$ cat src/rtl/cla_nibble_sequencer.sv
// Multi-cycle adder front-end: walks two captured operands one nibble per
// cycle through an external 4-bit carry-lookahead unit and assembles the
// full-width sum, carry-out and signed overflow.
//
// state  | meaning
// -------+-----------------------------------------------------------------
// S_IDLE | waiting for start; lookahead drive held at zero
// S_RUN  | one nibble per cycle through the lookahead unit; busy high
// S_DONE | single-cycle done pulse; a start here chains straight into S_RUN
module cla_nibble_sequencer #(
    parameter  int WIDTH   = 16,
    localparam int NIBBLES = WIDTH / 4
) (
    input  logic             clk,
    input  logic             rst,
    input  logic             start,
    input  logic [WIDTH-1:0] a,
    input  logic [WIDTH-1:0] b,
    input  logic             cin,
    output logic [3:0]       p,
    output logic [3:0]       g,
    output logic             c_nib,
    input  logic [3:0]       s_nib,
    input  logic             cout_nib,
    output logic             busy,
    output logic             done,
    output logic [WIDTH-1:0] sum,
    output logic             cout,
    output logic             overflow
);

    localparam int IDX_W = (NIBBLES > 1) ? $clog2(NIBBLES) : 1;

    typedef enum logic [1:0] {
        S_IDLE = 2'd0,
        S_RUN  = 2'd1,
        S_DONE = 2'd2
    } state_t;

    state_t             state_q, state_d;
    logic [IDX_W-1:0]   idx_q, idx_d;
    logic [WIDTH-1:0]   a_q, a_d;
    logic [WIDTH-1:0]   b_q, b_d;
    logic               carry_q, carry_d;
    logic [WIDTH-1:0]   sum_q, sum_d;
    logic               cout_q, cout_d;
    logic               ovf_q, ovf_d;
    logic [3:0]         a_nib, b_nib;

    // State and datapath registers; reset wins over everything, including a
    // pending start, so an aborted addition leaves no partial result behind.
    always_ff @(posedge clk) begin
        if (rst) begin
            state_q <= S_IDLE;
            idx_q   <= '0;
            a_q     <= '0;
            b_q     <= '0;
            carry_q <= 1'b0;
            sum_q   <= '0;
            cout_q  <= 1'b0;
            ovf_q   <= 1'b0;
        end else begin
            state_q <= state_d;
            idx_q   <= idx_d;
            a_q     <= a_d;
            b_q     <= b_d;
            carry_q <= carry_d;
            sum_q   <= sum_d;
            cout_q  <= cout_d;
            ovf_q   <= ovf_d;
        end
    end

    // Next-state, nibble selection and lookahead drive.
    always_comb begin
        state_d = state_q;
        idx_d   = idx_q;
        a_d     = a_q;
        b_d     = b_q;
        carry_d = carry_q;
        sum_d   = sum_q;
        cout_d  = cout_q;
        ovf_d   = ovf_q;
        p       = 4'h0;
        g       = 4'h0;
        c_nib   = 1'b0;
        a_nib   = 4'h0;
        b_nib   = 4'h0;

        for (int i = 0; i < NIBBLES; i++) begin
            if (idx_q == IDX_W'(i)) begin
                a_nib = a_q[4*i +: 4];
                b_nib = b_q[4*i +: 4];
            end
        end

        case (state_q)
            S_IDLE, S_DONE: begin
                if (start) begin
                    a_d     = a;
                    b_d     = b;
                    carry_d = cin;
                    idx_d   = '0;
                    sum_d   = '0;
                    cout_d  = 1'b0;
                    ovf_d   = 1'b0;
                    state_d = S_RUN;
                end else begin
                    state_d = S_IDLE;
                end
            end
            S_RUN: begin
                p       = a_nib ^ b_nib;
                g       = a_nib & b_nib;
                c_nib   = carry_q;
                carry_d = cout_nib;
                for (int i = 0; i < NIBBLES; i++) begin
                    if (idx_q == IDX_W'(i)) begin
                        sum_d[4*i +: 4] = s_nib;
                    end
                end
                if (idx_q == IDX_W'(NIBBLES - 1)) begin
                    // Signed overflow is carry into the MSB xor carry out of it;
                    // the carry into the MSB is recovered from a^b^sum at that bit.
                    cout_d  = cout_nib;
                    ovf_d   = a_q[WIDTH-1] ^ b_q[WIDTH-1] ^ s_nib[3] ^ cout_nib;
                    idx_d   = '0;
                    state_d = S_DONE;
                end else begin
                    idx_d = idx_q + IDX_W'(1);
                end
            end
            default: state_d = S_IDLE;
        endcase
    end

    assign busy     = (state_q == S_RUN);
    assign done     = (state_q == S_DONE);
    assign sum      = sum_q;
    assign cout     = cout_q;
    assign overflow = ovf_q;

endmodule

$ cat config.mk
export PLATFORM = sky130hd
export DESIGN_NAME = cla_nibble_sequencer
export DESIGN_NICKNAME = d
export VERILOG_FILES = /design/src/rtl/cla_nibble_sequencer.sv
export SDC_FILE = /design/constraint.sdc
export NUM_CORES = 1
export LEC_CHECK = 0
export CORE_MARGIN = 2
export CORE_UTILIZATION = 38
export DETAILED_ROUTE_END_ITERATION = 10
export DONT_BUFFER_PORTS = 1
export GPL_ROUTABILITY_DRIVEN = 1
export SYNTH_ARGS = -nofsm -noshare
export SYNTH_HDL_FRONTEND = slang
export SYNTH_SLANG_ARGS = --single-unit
$ cat constraint.sdc
create_clock -name clk -period 2.7 [get_ports clk]
set_clock_uncertainty 0.05 [all_clocks]
set_input_delay 0.27 -clock clk [delete_from_list [all_inputs] [get_ports clk]]
set_output_delay 0.27 -clock clk [all_outputs]
set_load 0.02 [all_outputs]
==> results.tsv, run 1 <==
metric	value	unit
status	finished, final reports clean	
ir_drop	0.280	mV
synth_cell_types	26	
worstMarginPinSlew	0.625	ns
grt_max_degree	56	
switching_share	0.263	
post-cts-setup-buffers	0	
routedWlPerCell	16.6	µm
critPathMaxFanout	13	
max_freq	393	MHz
grt_overflow	0	
path_clk_slew	0.10	ns
grt_pass1_wl	9860	µm
regToRegSetupSlack	0.74	ns
clock_path_buffers	2	
cts.sinks	55	
dp.final_hpwl	4120	µm
power.internal	0.00123	W
drive_gt1_frac	0.0780	
worst_setup_path_start_kind	flop	
cts.htree.levels	2	
track_usage	0.172	
pin_count	70	
p_per_area	635	mW/mm²
insertion_delay	0.31	ns
synth_top_area_share	0.444	
hold_class	primary input to flop	
diodes	0	
crit_path_end	p[2]	
yosys-top-cells-count	73 x nand2_1, 55 x dfxtp_1, 51 x a21oi_1	
grt_pass1_vias	1904	
r2r-end	overflow	
hold_viol_final	0	
p_comb_frac	0.120	
dieArea	0.00719	mm²
synth.avg_cell_area	8.08	µm²
synth_top_cell_by_area	dfxtp_1	
synth_async_sr_flop_share	0	
syn_area	0.00248	mm²
synth-edff-count	0	
cts_tree	built	
routabilityCongestion	0.875	
placed_area	0.00247	mm²
cts_made_buffers	5	
viasPerCell	5.52	
drt_wl_total	6170	µm
antenna_found_initial	0	
yosysWarnings	0	
switchingPower	0.000438	W
period_minus_slack	2.55	ns
syn_nets	356	
crit_required	2.38	ns
fill_cells	654	
netlist_top_cells_area	dfxtp_1 44%, nand2_1 11%, a21oi_1 10%	
vias	2055	
yosysMostFrequentCell	nand2_1	
slew_violations	0	
layout.nets	343	
p_seq_frac	0.529	
drc_errors	0	
p_leak	0.933	nW
ys_ff_latch	55	
cap_violations	0	
root_buffer	clkbuf_8	
rsz0062_at_grt	no	
arrival	2.23	ns
drt_iter0_drc	116	
ys_seq_area_frac	0.444	
die_x	84.8	µm
r2r-start	idx_q[1]	
die_y	84.8	µm
period_share	0.943	
setup_viol	0	
finalSetupTns	0	ns
area_growth_syn_to_layout	5.75	%
rows	29	
first_pass_iters	6	
placement.io_buffers	0	
antenna_left	0	
crit_type	flop to output port	
core_area	0.00635	mm²
final_cell_area	0.00262	mm²
dominantRegCellSynth	dfxtp_1	
pwr-share-clk	0.351	
endpoint_kind	output port	
synthesis.instances	307	
cp-startpoint	idx_q[1]	
start_util	0.391	
reg2regPathDepth	5	
max_slew_margin	0.583	
[stage by stage]
stage / hold WS (ns) / util / total power [W] / std cells / setup slack, ns
CTS: 0.0254 / 0.412 / 0.00168 / 372 / 0.0456
finish: 0.0271 / 0.413 / 0.00166 / 372 / 0.153
floorplan: 0.356 / - / 0.00106 / 307 / 0.594
detailed placement: 0.297 / 0.389 / 0.00108 / 363 / 0.220
global placement: 0.295 / 0.389 / 0.00108 / 363 / 0.360
global route: 0.0216 / 0.413 / 0.00174 / 372 / 0.0287
[cells in the final DEF, fill, tap and decap left out, types with 2 or more instances in the layout]
cell	count
nand2_1	73
xnor2_1	3
ha_1	7
dfxtp_1	54
nor2b_1	10
inv_1	2
and2_1	8
nand3_1	36
o31ai_1	9
a221oi_1	8
clkbuf_8	6
buf_12	2
buf_4	5
nor2_1	2
nand3b_1	4
a21oi_1	51
[power groups by stage]
stage	clock network [W]	logic (W)	registers [W]
after floorplan	0	0.000176	0.000888
after global placement	0	0.000176	0.000899
after detailed placement	0	0.000182	0.000899
after CTS	0.000598	0.000199	0.000881
after global routing	0.000626	0.000228	0.000885
final	0.000584	0.000200	0.000881
[flip-flops by register name, summed over array words and instances (netlist names)]
register	count
state_q	2
b_q	16
carry_q	1
cout	1
idx_q	2
overflow	1
a_q	16
sum	16
[area by class of cell]
type,count,area [µm²],share of cell area
multi-input cells,222,1210,0.463
flip-flops and latches,55,1100,0.420
well taps,77,96.3,0.0367
clock buffers,6,82.6,0.0315
repair buffers,7,77.6,0.0296
clock inverters,2,38.8,0.0148
inverters,3,11.3,0.00429
[worst min-delay path by stage]
stage / endpoint / from / depth (start not counted) / slack, ns
6_report: b_q[5] / b[5] / 2 / 0.03
3_5_place_dp: b_q[15] / rst / 1 / 0.30
3_3_place_gp: b_q[15] / rst / 1 / 0.30
5_1_grt: a_q[3] / a[3] / 2 / 0.02
4_1_cts: a_q[11] / a[11] / 2 / 0.03
2_1_floorplan: a_q[0] / a[0] / 2 / 0.36
[cells by family after synthesis]
group | Yosys count | share of synthesized area
simple gates | 140 | 0.266
compound gates | 71 | 0.166
flops | 55 | 0.444
buf+inv | 30 | 0.0731
fa+ha+maj | 8 | 0.0403
xor+xnor | 3 | 0.0106
[timing repair]
item                                   4_1_cts  5_1_grt
hold buffers                                 1        0
setup endpoints to repair                    8        8
endpoints found under the hold margin       55        0
gates resized for setup                      1        4
[per-layer routing]
metal  vias to the layer above  wire length, µm  track usage
met5                         -                0            0
met4                         0              114       0.0606
met3                         8              547       0.0767
met2                        67             2480        0.240
met1                       963             3020        0.235
li1                       1017                -            -
[critical path, stage by stage (launching register included)]
cell and delay (ns):
dfxtp_1 0.39, inv_1 0.08, ha_1 0.23, buf_4 0.20
a221oi_1 0.34, o31ai_1 0.14, ha_1 0.30, and2_1 0.23
Note: power is estimated with default switching activity, not from simulation.
==> run 2: changes to the inputs <==
--- a/config.mk
+++ b/config.mk
@@ -10,6 +10,7 @@
 export DETAILED_ROUTE_END_ITERATION = 10
 export DONT_BUFFER_PORTS = 1
 export GPL_ROUTABILITY_DRIVEN = 1
+export PLACE_DENSITY = 0.63
 export SYNTH_ARGS = -nofsm -noshare
 export SYNTH_HDL_FRONTEND = slang
 export SYNTH_SLANG_ARGS = --single-unit
==> constraint.sdc (replaced) <==
create_clock -name clk -period 2.22 [get_ports clk]
set_clock_uncertainty 0.05 [all_clocks]
set_input_delay 0.222 -clock clk [delete_from_list [all_inputs] [get_ports clk]]
set_output_delay 0.222 -clock clk [all_outputs]
set_load 0.02 [all_outputs]
==> run 2 against run 1 <==
  * Via count up 8.2%
  * Sequential cell count stayed put
  * Critical path type unchanged
  * The run now ends with negative setup slack left
  * Cell count rose by 12%
  * Wire length is 6.2% higher
  * Critical endpoint unchanged
==> results.tsv, run 2 (synthesis gave the netlist of run 1 again) <==
metric	value	unit
start_util	0.391	
routabilityCongestion	0.810	
max_freq	437	MHz
antenna_left	0	
hold_viol_final	0	
final_cell_mix	73 x nand2_1, 53 x dfxtp_1, 51 x a21oi_1	
endpoint_kind	output port	
critPathMaxFanout	8	
dieArea	0.00719	mm²
area_growth_syn_to_layout	25.0	%
routedWlPerCell	15.8	µm
core_area	0.00635	mm²
track_usage	0.180	
setup_slack	-0.0698	ns
worstMarginPinSlew	0.426	ns
die_x	84.8	µm
p_per_area	645	mW/mm²
dp.final_hpwl	4130	µm
ir_drop	0.333	mV
path_clk_slew	0.10	ns
drc_errors	0	
vias	2223	
multi_input_area	0.00132	mm²
grt_pass1_wl	10500	µm
status	finished with violations	
critPathMostFrequentCell	buf_6	
hold_class	primary input to flop	
period_share	1.03	
crit_type	flop to output port	
cts.htree.levels	2	
insertion_delay	0.32	ns
fill_cells	611	
drive_gt1_frac	0.154	
max_slew_margin	0.715	
path_delay_family	adder cells	
antenna_found_initial	0	
critPathBufInv	2	
rsz0062_at_grt	yes	
root_buffer	clkbuf_8	
cts.sinks	55	
cts_made_buffers	5	
final_common_cell	nand2_1	
p_leak	1.14	nW
grt_pass1_vias	2031	
slew_violations	0	
grt_max_degree	56	
diodes	0	
dp.cells	368	
drt_iter0_drc	144	
crit_required	1.95	ns
layout.nets	386	
pin_count	70	
drt_wl_total	6550	µm
grt_overflow	0	
worstPathCellList	buf_6, ha_4, nor2b_2, buf_6, a221oi_2, o31ai_1, ha_1, and2_4	
rows	29	
placement.io_buffers	0	
viasPerCell	5.36	
first_pass_iters	5	
slowest_stage	dfxtp_2	
failed_checks	negative setup slack	
period_minus_slack	2.29	ns
clock_path_buffers	2	
final_cell_count_no_fill	415	
worst_setup_path_start_kind	flop	
holdWs	0.00238	ns
setup_viol	4	
arrival	2.02	ns
slowest_delay	0.34	ns
seq_area	0.00110	mm²
cts_tree	built	
final_util	0.488	
cap_violations	0	
die_y	84.8	µm
-- run 2: cell count changes in the layout (fill, tap and decap cells not counted), moves of 3 or more --
cell | previous run | this run
and2_4 | 0 | 5
ha_4 | 0 | 3
a221oi_1 | 8 | 0
buf_4 | 5 | 12
a221oi_2 | 0 | 8
dlygate4sd3_1 | 0 | 35
and2_1 | 8 | 1
-- run 2: cell type report --
class | instances | share of cell area
repair buffers | 50 | 0.156
flip-flops and latches | 55 | 0.356
clock inverters | 3 | 0.00726
well taps | 77 | 0.0311
clock buffers | 5 | 0.0222
inverters | 3 | 0.00363
multi-input cells | 222 | 0.424
-- run 2: routing by layer --
metal / share of wire / vias up / global-route usage
met1: 0.48 / 1051 / 0.252
met2: 0.46 / 58 / 0.276
met4: 0.013 / 0 / 0.0620
met5: 0 / - / 0
li1: - / 1107 / -
met3: 0.047 / 7 / 0.0364
-- run 2: what timing repair did --
item | CTS | global route
hold buffers | 34 | 2
resized for setup | 32 | 3
pin swaps | 13 | 5
hold endpoints to repair | 55 | 3
setup endpoints to repair | 8 | 8
setup buffers | 2 | 1
-- run 2: stage by stage --
| step | TNS, ns | setup slack [ns] | total power (W) | cell area, µm² |
|---|---|---|---|---|
| floorplan | 0 | 0.162 | 0.00129 | 2480 |
| global placement | 0 | 0.196 | 0.00131 | 2490 |
| detailed placement | 0 | 0.102 | 0.00132 | 2490 |
| CTS | -0.220 | -0.0697 | 0.00200 | 3060 |
| global route | -0.654 | -0.123 | 0.00209 | 3100 |
| finish | -0.157 | -0.0698 | 0.00200 | 3100 |
-- run 2: path summary, 6_finish.rpt --
check / start / to / slack, ns / cells past startpoint
min reg2reg: a_q[9] / a_q[9] / 0.41 / 2
max: idx_q[0] / p[2] / -0.07 / 8
max reg2reg: idx_q[1] / overflow / 0.62 / 6
min: cout_nib / cout / 0.002 / 2
-- run 2: power breakdown --
part	switching, W	internal (W)
sequential	0.0000414	0.00103
clock	0.000358	0.000229
combinational	0.000185	0.000153
==> run 3: changes to the inputs <==
--- a/config.mk
+++ b/config.mk
@@ -10,7 +10,7 @@
 export DETAILED_ROUTE_END_ITERATION = 10
 export DONT_BUFFER_PORTS = 1
 export GPL_ROUTABILITY_DRIVEN = 1
-export PLACE_DENSITY = 0.63
+export PLACE_DENSITY_LB_ADDON = 0.12
 export SYNTH_ARGS = -nofsm -noshare
 export SYNTH_HDL_FRONTEND = slang
 export SYNTH_SLANG_ARGS = --single-unit
==> run 3 against run 2 <==
  * The flow still finishes with violations (negative setup slack)
  * Cell count down 3.9%
  * Sequential share of layout area up 0.54 points
  * Total power up 3.2%
  * Clock power up 9.4%
  * Non-clock buffer count down 15
  * Sequential cell count unchanged
  * Combinational power up 2%
  * Largest power group unchanged
==> results.tsv, run 3 (synthesis gave the netlist of run 1 again) <==
metric	value	unit
status	finished with violations	
failed_checks	negative setup slack	
placement.io_buffers	0	
endpoint_kind	output port	
clock_path_buffers	2	
vias	2110	
ir_drop	0.429	mV
routabilityCongestion	0.778	
total_power	0.00206	W
period_minus_slack	2.24	ns
dpl_worst_slack	-0.144	ns
cts.htree.levels	2	
pin_count	70	
rows	29	
dieArea	0.00719	mm²
path_clk_slew	0.10	ns
cts_tree	built	
die_x	84.8	µm
hold_depth	2	
placed_area	0.00251	mm²
setup_slack	-0.0155	ns
grt_max_degree	56	
drive_gt1_frac	0.183	
drc_errors	0	
max_freq	447	MHz
layout.nets	371	
final_cell_area	0.00305	mm²
slowest_stage	dfxtp_2	
hold_viol_final	0	
diodes	0	
cap_violations	0	
cts.sinks	55	
core_area	0.00635	mm²
first_pass_iters	4	
antenna_left	0	
reg2regPathDepth	5	
grt_pass1_wl	10100	µm
p_per_area	675	mW/mm²
worstPathCellList	inv_2, buf_4, ha_4, buf_12, a221oi_4, o31ai_2, ha_1, and2_4	
viasPerCell	5.29	
drt_iter0_drc	134	
slowest_delay	0.36	ns
finalSetupTns	-0.0266	ns
hold_class	primary input to flop	
insertion_delay	0.30	ns
routedWlPerCell	16.1	µm
setup_viol	2	
track_usage	0.175	
arrival	1.96	ns
period_share	1.01	
die_y	84.8	µm
antenna_found_initial	0	
grt_pass1_vias	2011	
cts_made_buffers	5	
area_growth_syn_to_layout	23.1	%
crit_required	1.95	ns
p_leak	1.12	nW
drt_wl_total	6420	µm
grt_overflow	0	
final_cell_mix	73 x nand2_1, 53 x dfxtp_1, 51 x a21oi_1	
start_util	0.391	
final_common_cell	nand2_1	
critPathMaxFanout	10	
root_buffer	clkbuf_8	
crit_type	flop to output port	
worst_setup_path_start_kind	flop	
dp.final_hpwl	4150	µm
holdWs	0.00654	ns
worstMarginPinSlew	0.413	ns
fill_cells	647	
slew_violations	0	
rsz0062_at_grt	yes	
max_slew_margin	0.724	
==> run 3: what timing repair did <==
action / CTS / global route
hold buffers: 16 / 1
pin swaps: 13 / 3
endpoints found under the setup margin: 8 / 9
buffers inserted: 4 / 2
gates cloned: 0 / 0
resized for setup: 35 / 16
endpoints found under the hold margin: 55 / 1
==> run 3: worst max-delay path: cells and delay by family, from the launching register on <==
kind	cells	cell delay [ns]
fa+ha+maj	2	0.51
flops	1	0.36
buf+inv	3	0.33
compound gates	2	0.29
simple gates	1	0.16
==> run 3: final timing paths <==
kind	slack [ns]	to	startpoint
max	-0.02	p[2]	idx_q[0]
max reg2reg	0.25	b_q[14]	state_q[0]
min reg2reg	0.41	a_q[14]	a_q[14]
min	0.007	b_q[1]	b[1]
==> run 3: cell type report <==
type,instances,area (µm²),share of cell area
clock inverters,1,30.0,0.00983
repair buffers,35,352,0.115
clock buffers,6,72.6,0.0238
multi-input cells,222,1390,0.455
well taps,77,96.3,0.0315
inverters,3,11.3,0.00369
flip-flops and latches,55,1100,0.361
==> run 3: power breakdown <==
part / internal (W) / switching, W / leakage [nW]
registers: 0.00103 / 0.0000441 / 0.450
logic: 0.000154 / 0.000191 / 0.615
clock network: 0.000331 / 0.000310 / 0.0513
total: 0.00152 / 0.000545 / 1.12
==> run 3: metal layers <==
layer | track usage | routed length, µm | vias to the layer above
li1 | - | - | 1075
met1 | 0.254 | 3140 | 982
met2 | 0.266 | 2900 | 51
met3 | 0.0433 | 353 | 2
met4 | 0.0303 | 33 | 0
met5 | 0 | 0 | -
==> run 3: through the flow <==
stage	cells	utilization
5_1_grt	399	0.481
3_5_place_dp	369	0.396
3_3_place_gp	369	0.396
4_1_cts	396	0.466
2_1_floorplan	307	-
6_report	399	0.481
